<file path="src/rtl/serial_subtractor_pkg.sv">
// serial_subtractor_pkg: shared state encoding and counter-width helper for the serial subtractor
package serial_subtractor_pkg;
  typedef enum logic {ST_IDLE = 1'b0, ST_RUN = 1'b1} state_t;
  function automatic int cnt_w(input int w);
    return (w < 2) ? 1 : $clog2(w);
  endfunction
endpackage

</file>
<file path="src/rtl/serial_subtractor_full_subtractor.sv">
// full_subtractor: one-bit gate-level subtract cell, d = a - b - bin with borrow out (ports a, b, bin -> d, bout)
module full_subtractor (
  input  logic a,
  input  logic b,
  input  logic bin,
  output wire  d,
  output wire  bout
);
  wire t, na, nt, g, p;
  xor x1 (t, a, b);
  xor x2 (d, t, bin);
  not n1 (na, a);
  and a1 (g, na, b);
  not n2 (nt, t);
  and a2 (p, nt, bin);
  or  o1 (bout, g, p);
endmodule

</file>
<file path="src/rtl/serial_subtractor.sv">
// serial_subtractor: LSB-first bit-serial a - b over WIDTH cycles with start/busy/done framing (clk, rst, start, a, b -> busy, done, diff, borrow_out)
module serial_subtractor
  import serial_subtractor_pkg::*;
#(
  parameter int WIDTH = 8
) (
  input  logic             clk,
  input  logic             rst,
  input  logic             start,
  input  logic [WIDTH-1:0] a,
  input  logic [WIDTH-1:0] b,
  output logic             busy,
  output logic             done,
  output logic [WIDTH-1:0] diff,
  output logic             borrow_out
);
  localparam int CW = cnt_w(WIDTH);
  state_t state, state_nx;
  logic [WIDTH-1:0] sa, sb, sr_nx;
  logic [WIDTH-2:0] sr;
  logic [CW-1:0] count;
  logic br, d, bout, last;
  full_subtractor u_fs (.a(sa[0]), .b(sb[0]), .bin(br), .d(d), .bout(bout));
  assign last  = count == CW'(WIDTH - 1);
  assign sr_nx = {d, sr};
  assign busy  = state == ST_RUN;
  always_comb begin
    state_nx = state;
    state_nx = (state == ST_IDLE) ? (start ? ST_RUN : ST_IDLE) : (last ? ST_IDLE : ST_RUN);
  end
  always_ff @(posedge clk) begin
    if (rst) begin
      state      <= ST_IDLE;
      sa         <= '0;
      sb         <= '0;
      sr         <= '0;
      br         <= 1'b0;
      count      <= '0;
      done       <= 1'b0;
      diff       <= '0;
      borrow_out <= 1'b0;
    end else begin
      state <= state_nx;
      done  <= 1'b0;
      if (state == ST_IDLE && start) begin
        sa    <= a;
        sb    <= b;
        br    <= 1'b0;
        count <= '0;
      end else if (state == ST_RUN) begin
        sa    <= sa >> 1;
        sb    <= sb >> 1;
        sr    <= sr_nx[WIDTH-1:1];
        br    <= bout;
        count <= last ? '0 : count + 1'b1;
        if (last) begin
          diff       <= sr_nx;
          borrow_out <= bout;
          done       <= 1'b1;
        end
      end
    end
  end
endmodule

</file>
<file path="config.mk">
export PLATFORM = sky130hd
export DESIGN_NAME = serial_subtractor
export DESIGN_NICKNAME = d
export VERILOG_FILES = /design/src/rtl/serial_subtractor_pkg.sv /design/src/rtl/serial_subtractor_full_subtractor.sv /design/src/rtl/serial_subtractor.sv
export SDC_FILE = /design/constraint.sdc
export NUM_CORES = 1
export LEC_CHECK = 0
export ABC_AREA = 1
export BUFFER_PORTS_ARGS = -buffer_cell sky130_fd_sc_hd__buf_4
export CELL_PAD_IN_SITES_DETAIL_PLACEMENT = 1
export CELL_PAD_IN_SITES_GLOBAL_PLACEMENT = 1
export CORE_ASPECT_RATIO = 1.1
export CORE_MARGIN = 2
export CORE_UTILIZATION = 42
export DETAILED_ROUTE_END_ITERATION = 10
export HOLD_SLACK_MARGIN = 0.03
export PLACE_DENSITY_LB_ADDON = 0.12
export SKIP_CTS_REPAIR_TIMING = 1
export SYNTH_ARGS = -nofsm -noshare
export SYNTH_HDL_FRONTEND = slang
export SYNTH_SLANG_ARGS = --single-unit
</file>
<file path="constraint.sdc">
create_clock -name clk -period 2.8 [get_ports clk]
set_input_delay 0.28 -clock clk [delete_from_list [all_inputs] [get_ports clk]]
set_output_delay 0.28 -clock clk [all_outputs]
set_load 0.02 [all_outputs]
</file>
# Word level (Yosys, flattened, before mapping)
# Index checks and enable logic that the tools add are counted.
[word_totals] ff_bits=38 latch_bits=0 ram_bits=0 rom_bits=0 in_bits=19 elab_cells=35 n_memories=0
[classes] n_addsub=1 n_mul=0 div=0 magnitude_cmp=0 eq_ne=1 shift=0 muxes=9 bitwise_logic=9 n_reduce_logical=6
[ops] operator="$mux W8" n=4
[ops] operator="$mux W1" n=4
[ops] operator="$not A1 Y1" n=4
[ops] operator="$add A3 B1 Y3 const B" n=1
[ops] operator="$eq A3 B3 Y1 const B" n=1
[ops] operator="$mux W3" n=1
[ops] operator="$reduce_and A3 Y1" n=1
[ops] operator="$reduce_or A3 Y1" n=1
[ops] operator="$and A1 B1 Y1" n=2
[ops] operator="$reduce_and A2 Y1" n=1
[ops] operator="$reduce_bool A2 Y1" n=1
[ops] operator="$reduce_or A2 Y1" n=1
[ops] operator="$xor A1 B1 Y1" n=2
[ops] operator="$logic_and A1 B1 Y1" n=1
[ops] operator="$or A1 B1 Y1" n=1

# Longest topological paths before layout
# Gate-level depths: netlist of run 1.
[depth] ltp_word=4 ltp_mapped=7 depth_no_buf=6

# Cells and area by module
# A second synthesis of run 1 with hierarchy kept.
[hier_totals] hier_cells=218 hier_area_um2=1619.1
[by_module_without_submodules] module="serial_subtractor" n_inst=1 cells_each=214 area_per_inst_um2=1587.8 seq_area_each_um2=760.7
[by_module_without_submodules] module="full_subtractor" n_inst=1 cells_each=4 area_per_inst_um2=31.3 seq_area_each_um2=0.0

# Worst setup path before layout of run 1
# No wires, ideal clock.
[synth_path] kind="reg2reg" start="reg count[0]" end="reg borrow_out" t_arrival_ns=1.200 t_required_ns=2.684 path_slack_ns=1.484 path_stages_with_launch=7 n_path_buf=0 period_less_slack_ns=1.316 cell_sequence="dfxtp_1 > ha_1 > ha_1 > nand2_8 > clkinv_1 > nor2_1 > nor2_1"
[synth_between] elab_chain_cells=2
[synth_lines] item="start, declared" line="serial_subtractor.sv:21" rtl="logic [CW-1:0] count;"
[synth_lines] item="start signal, assigned" line="serial_subtractor.sv:55" rtl="count <= last ? '0 : count + 1'b1;"
[synth_lines] item="$eq A3 B3 Y1" line="serial_subtractor.sv:24" rtl="assign last = count == CW'(WIDTH - 1);"
[synth_lines] item="$reduce_and A3 Y1 (no source line)"
[synth_lines] item="end signal, assigned" line="serial_subtractor.sv:58" rtl="borrow_out <= bout;"
[synth_lines] item="end, declared" line="serial_subtractor.sv:15" rtl="output logic borrow_out"
# No other way between the ends.
# A chain may end at the register's enable or synchronous reset.

# Final worst setup path of run 1
[layout_path] start="reg state, in the netlist busy" end="out busy"
[layout_lines] item="start, declared" line="serial_subtractor.sv:18" rtl="state_t state, state_nx;"
[layout_lines] item="start signal, assigned" line="serial_subtractor.sv:43" rtl="state <= state_nx;"
[layout_lines] item="end, declared" line="serial_subtractor.sv:12" rtl="output logic busy,"
# No word-level cell between the ends.

==> results of run 1 <==
## cells by family after synthesis
| family | count (synthesis) |
|---|---|
| and+or+nand+nor | 122 |
| DFF | 38 |
| buffers and inverters | 32 |
| AOI/OAI and AO/OA | 22 |
| adders and majority gates | 4 |
## layer usage
metal  up-vias  track usage  part of all wire
met1       675        0.226              0.42
met4         0       0.0507             0.010
met5         -            0                 0
met3         6       0.0587             0.048
li1        730            -                 -
met2        28        0.350              0.52
## cells in the final DEF (no fill, tap or decap)
| master | instances |
|---|---|
| nand2_1 | 55 |
| dfxtp_1 | 38 |
| nor2_1 | 34 |
| buf_4 | 31 |
| nand3_1 | 28 |
| inv_1 | 19 |
| o21ai_0 | 16 |
| clkbuf_8 | 8 |
| a21oi_1 | 6 |
| ha_1 | 3 |
| nand2_2 | 2 |
| inv_2 | 1 |
| nand2_8 | 1 |
| clkinv_1 | 1 |
| nor2_8 | 1 |
| nor3_1 | 1 |
| fa_1 | 1 |
## layout make-up
type                       instances  area, µm²
tap                               50       62.6
inverter                          21       78.8
sequential                        38        761
timing repair buffer              31        233
fill                             479       1710
multi-input combinational        148        699
clock buffer                       8        110
## worst paths after layout
| check | from | endpoint | slack [ns] | cells after the start |
|---|---|---|---|---|
| min | rst | sb[7]$_SDFFE_PP0P_ | 0.19 | 2 |
| max reg2reg | busy$_SDFF_PP0_ | count[0]$_SDFFE_PP0P_ | 1.14 | 4 |
| max | busy$_SDFF_PP0_ | busy | 1.09 | 2 |
| min reg2reg | sa[7]$_SDFFE_PP0P_ | sa[7]$_SDFFE_PP0P_ | 0.47 | 2 |
## per-stage QoR
stage          hold WS (ns)  utilization  instances  area (µm²)
4_1_cts               0.183        0.532        296        1940
3_5_place_dp          0.464        0.502        288        1830
5_1_grt               0.178        0.532        296        1940
6_report              0.190        0.532        296        1940
3_3_place_gp          0.454        0.502        288        1830
2_1_floorplan         0.349            -        218        1620
## registers in the layout, summed over array words and instances, names as in the netlist
name        count
busy            1
sa              8
borrow_out      1
br              1
done            1
count           3
diff            8
sb              8
sr              7
## report_power, final
part           leakage (nW)  internal (mW)  switching (mW)
logic                 0.594         0.0475          0.0670
clock network        0.0575          0.249           0.193
registers             0.310          0.564          0.0193
total                 0.961          0.860           0.279
==> results.cfg, run 1 <==
[run_status]
outcome = finished clean

[worst_setup_path]
cp_common_cell = buf_4
crit_family = flip-flops
start_kind = register
worst-path-buf-inv = 2
endpoint_kind = output port
cp_max_fo = 11
critPathArrivalTime_ns = 1.43
cp_cell_sequence = buf_4, buf_4
worstSetupPathType = reg2out
crit_slowest_cell = dfxtp_1
critPathRequiredTime_ns = 2.52
critPathMaxStageDelay_ns = 0.73

[synthesis]
ys.flop_type = dfxtp_1
synth_top_family_by_area = simple AND/OR/NAND/NOR gates
yosysWarnings = 0
synth.cell_area_mm2 = 0.00162
synthAdderAreaFrac = 0.0356
ys_top_cells_by_area = dfxtp_1, nand2_1, nand3_1, nor2_1, o21ai_0
synth_edf_count = 0
synth_most_common_cell = nand2_1
async_flop_share = 0
syn-num-nets = 241
synth_xor_area_frac = 0
synthMuxAreaShare = 0
synth_cell_types = 20
synthCells = 218
synth_compound_area_frac = 0.0681
ys_ff_latch = 38
yosys.area_share.simple = 0.329
yosysTopAreaCellShare = 0.470
yosysSeqAreaShare = 0.470
synth_top_cell_by_area = dfxtp_1
synth_common_cells = nand2_1, dfxtp_1, nor2_1
post_synth.cell_area_avg_um2 = 7.42

[floorplanning]
die_y_um = 69.1
num_rows = 23
start_util = 0.443
io_pins = 30
die-area_mm2 = 0.00437
fp.dieW_um = 63.2
core_mm2 = 0.00365

[layout]
drive_above_1_share = 0.179
synthToLayoutAreaGrowth_pct = 20.2
layout.nets = 268
diodes = 0

[min_path]
hp-class = in2reg

[clock_network]
numCtsBuffers = 5
path_clk_slew_ns = 0.07
clockRootBuffer = clkbuf_8
clock-sinks = 38
clk_path_buf_depth = 2
htreeDepth = 2
clk_latency_ns = 0.29
cts_tree = built

[global_route]
grt_max_degree = 32
grt_pass1_vias = 1471
antenna_found_initial = 0
grt_pass1_wl_mm = 6.69
overflow = 0
grt.total_usage = 0.196

[detailed_routing]
num_vias = 1439
routed_wl_mm = 3.89
wl_per_cell_um = 13.2
detail-route-antenna-nets = 0
route.detailed.drc = 0
drt_iter0_drc = 67
first_pass_iters = 4
viasPerCell = 4.86

[timing]
slew_headroom = 0.433
fin_ws_ns = 1.09
hold_viol = 0
tightest_slew_ns = 0.849
setup_viol = 0
rsz0062_at_grt = false
clock_skew_ns = 0.00423
final_max_slew_viol_count = 0
period_minus_slack_ns = 1.71
clock.fmax_mhz = 584
fin_crit_sh = 0.612
fin_tns_setup_ns = 0

[power]
powerDensity_mw_per_mm2 = 586
leakage_nw = 0.961
vdd_ir_drop_max_mv = 0.291
finalPower_mw = 1.14

[place]
dp_hpwl_mm = 2.67
portBuffers = 29
pre_cts_ws_ns = 1.17
gp_congestion = 0.744

[job]
cap_violations = 0
(Power assumes the default switching activity.)
==> run 2, diff against run 1 <==
--- a/config.mk
+++ b/config.mk
@@ -5,13 +5,13 @@
 export SDC_FILE = /design/constraint.sdc
 export NUM_CORES = 1
 export LEC_CHECK = 0
-export ABC_AREA = 1
+export ABC_AREA = 0
 export BUFFER_PORTS_ARGS = -buffer_cell sky130_fd_sc_hd__buf_4
 export CELL_PAD_IN_SITES_DETAIL_PLACEMENT = 1
 export CELL_PAD_IN_SITES_GLOBAL_PLACEMENT = 1
 export CORE_ASPECT_RATIO = 1.1
 export CORE_MARGIN = 2
-export CORE_UTILIZATION = 42
+export CORE_UTILIZATION = 38
 export DETAILED_ROUTE_END_ITERATION = 10
 export HOLD_SLACK_MARGIN = 0.03
 export PLACE_DENSITY_LB_ADDON = 0.12
==> constraint.sdc (replaced) <==
create_clock -name clk -period 1.5 [get_ports clk]
set_input_delay 0.15 -clock clk [delete_from_list [all_inputs] [get_ports clk]]
set_output_delay 0.15 -clock clk [all_outputs]
set_load 0.02 [all_outputs]
==> run 2 against run 1 <==
Design area grew 1.7%. Global-route usage shrank 3.6 points. Clock skew is essentially flat. Via count shrank 15%. Wire length shrank 11%. Critical path type unchanged.
==> results.cfg, run 2 <==
[detailed_routing]
wl_per_cell_um = 14.5
routed_wl_mm = 3.47
route.detailed.drc = 0
drt_iter0_drc = 30
detail-route-antenna-nets = 0
first_pass_iters = 4
num_vias = 1225
viasPerCell = 5.10

[timing]
rsz0062_at_grt = false
fin_tns_setup_ns = 0
slew_headroom = 0.645
tightest_slew_ns = 0.532
hold_viol = 0
fin_crit_sh = 0.926
period_minus_slack_ns = 1.39
setup_viol = 0
final_max_slew_viol_count = 0
clock.fmax_mhz = 720
clock_skew_ns = 0.00401

[synthesis]
syn-num-nets = 184
synth.cell_area_mm2 = 0.00164
ys_top_cells_by_area = dfxtp_1, mux2i_1, a211oi_1, nor2b_1, a21bo_2
synth_cell_types = 23
synth_most_common_cell = dfxtp_1
synth_top_cell_by_area = dfxtp_1
ys_ff_latch = 38
yosysTopAreaCellShare = 0.463
synth_edf_count = 0
synthCells = 161
yosysSeqAreaShare = 0.463
ys.flop_type = dfxtp_1
synth_common_cells = dfxtp_1, mux2i_1, a211oi_1, a21oi_1, nor2b_1
async_flop_share = 0
post_synth.cell_area_avg_um2 = 10.2
yosysWarnings = 0

[min_path]
hp-class = in2reg
hold_depth = 3
min_to = sb[7]$_SDFFE_PP0P_
hold_path.startpoint = b[7]

[worst_setup_path]
critPathArrivalTime_ns = 1.24
reg2reg_depth = 5
timing.rr.start = count[0]$_SDFFE_PP0P_
critPathRequiredTime_ns = 1.35
endpoint_kind = output port
start_kind = register
ff2ff_setup_slack_ns = 0.12
worstSetupPathType = reg2out
cp_max_fo = 25
r2r-end = diff[2]$_SDFFE_PP0P_

[global_route]
grt_pass1_vias = 1238
overflow = 0
grt_max_degree = 39
antenna_found_initial = 0
grt_pass1_wl_mm = 5.81
grt.total_usage = 0.159

[floorplanning]
io_pins = 30
start_util = 0.389
num_rows = 25
core_mm2 = 0.00422
fp.dieW_um = 66.7
die-area_mm2 = 0.00486
die_y_um = 72.9

[layout]
synthToLayoutAreaGrowth_pct = 20.5
final_cell_mix = dfxtp_1, buf_4, mux2i_1
final_common_cell = dfxtp_1
diodes = 0
top_regs = diff x8, sa x8, sb x8
drive_above_1_share = 0.263
utilization = 0.468
layout.nets = 209
fillers = 487

[clock_network]
clk_path_buf_depth = 2
cts_tree = built
htreeDepth = 2
path_clk_slew_ns = 0.07
numCtsBuffers = 5
clk_latency_ns = 0.29
clock-sinks = 38
clockRootBuffer = clkbuf_8

[place]
portBuffers = 29
gp_congestion = 0.634
dp_hpwl_mm = 2.34

[power]
vdd_ir_drop_max_mv = 0.443
powerDensity_mw_per_mm2 = 1010
leakage_nw = 0.825

[run_status]
outcome = finished clean

[job]
cap_violations = 0
==> run 2: cell types whose count changed after synthesis, moves of 3 or more <==
cell | previous run | this run
a21bo_2 | 0 | 8
or3b_1 | 0 | 4
a211oi_1 | 0 | 14
nor2_1 | 34 | 7
nand2b_1 | 0 | 3
a21oi_1 | 6 | 14
inv_1 | 19 | 3
o21ai_0 | 16 | 0
nand2_1 | 55 | 2
nand3_1 | 28 | 8
clkbuf_1 | 2 | 5
nor2b_1 | 0 | 14
mux2i_1 | 0 | 23
==> run 2: how the worst max path moves through the flow <==
stage / startpoint / end / slack (ns) / cells past startpoint
after floorplan: count[0]$_SDFFE_PP0P_ / count[0]$_SDFFE_PP0P_ / 0.1 / 5
after global placement: count[0]$_SDFFE_PP0P_ / count[0]$_SDFFE_PP0P_ / 0.22 / 4
after detailed placement: count[0]$_SDFFE_PP0P_ / diff[2]$_SDFFE_PP0P_ / 0.11 / 5
after CTS: busy$_SDFF_PP0_ / busy / 0.07 / 2
after global routing: count[0]$_SDFFE_PP0P_ / borrow_out$_SDFFE_PP0P_ / 0.01 / 5
final: busy$_SDFF_PP0_ / busy / 0.11 / 2
==> run 2: routing by layer <==
layer | GRT usage | part of all wire
met1 | 0.194 | 0.45
met2 | 0.261 | 0.49
met3 | 0.0463 | 0.042
met4 | 0.0680 | 0.017
met5 | 0 | 0
==> run 2: logic make-up after synthesis <==
group	count (synthesis)	share of synthesized area
compound gates	37	0.161
flops	38	0.463
mux	23	0.140
fa+ha+maj	4	0.0351
simple gates	42	0.147
buf+inv	17	0.0534
==> run 2: cell type report <==
cell class | instances | area, µm² | share of cell area
multi-input combinational | 106 | 793 | 0.401
sequential | 38 | 762 | 0.385
timing repair buffer | 32 | 265 | 0.134
clock buffer | 5 | 68.8 | 0.0348
tap | 54 | 67.6 | 0.0342
inverter | 3 | 11.3 | 0.00569
clock inverter | 2 | 10.0 | 0.00506
==> run 2: metrics by stage <==
step	instances	hold WS, ns	cell area, µm²	power, mW	setup slack [ns]
finish	240	0.171	1980	1.99	0.111
CTS	240	0.160	1980	2.03	0.0737
detailed placement	233	0.464	1900	1.36	0.114
global placement	233	0.439	1900	1.35	0.221
global route	240	0.172	1980	2.09	0.0136
floorplan	161	0.336	1640	1.28	0.0972
==> run 2: critical path: stages, from the launching register on <==
cell and delay, ns:
dfxtp_2 0.56, buf_12 0.23, buf_4 0.16
==> run 2: power breakdown <==
group | switching (mW) | leakage [nW] | internal (mW)
Sequential | 0.0403 | 0.311 | 1.06
Clock | 0.347 | 0.0438 | 0.312
Combinational | 0.116 | 0.471 | 0.120
Total | 0.503 | 0.825 | 1.49
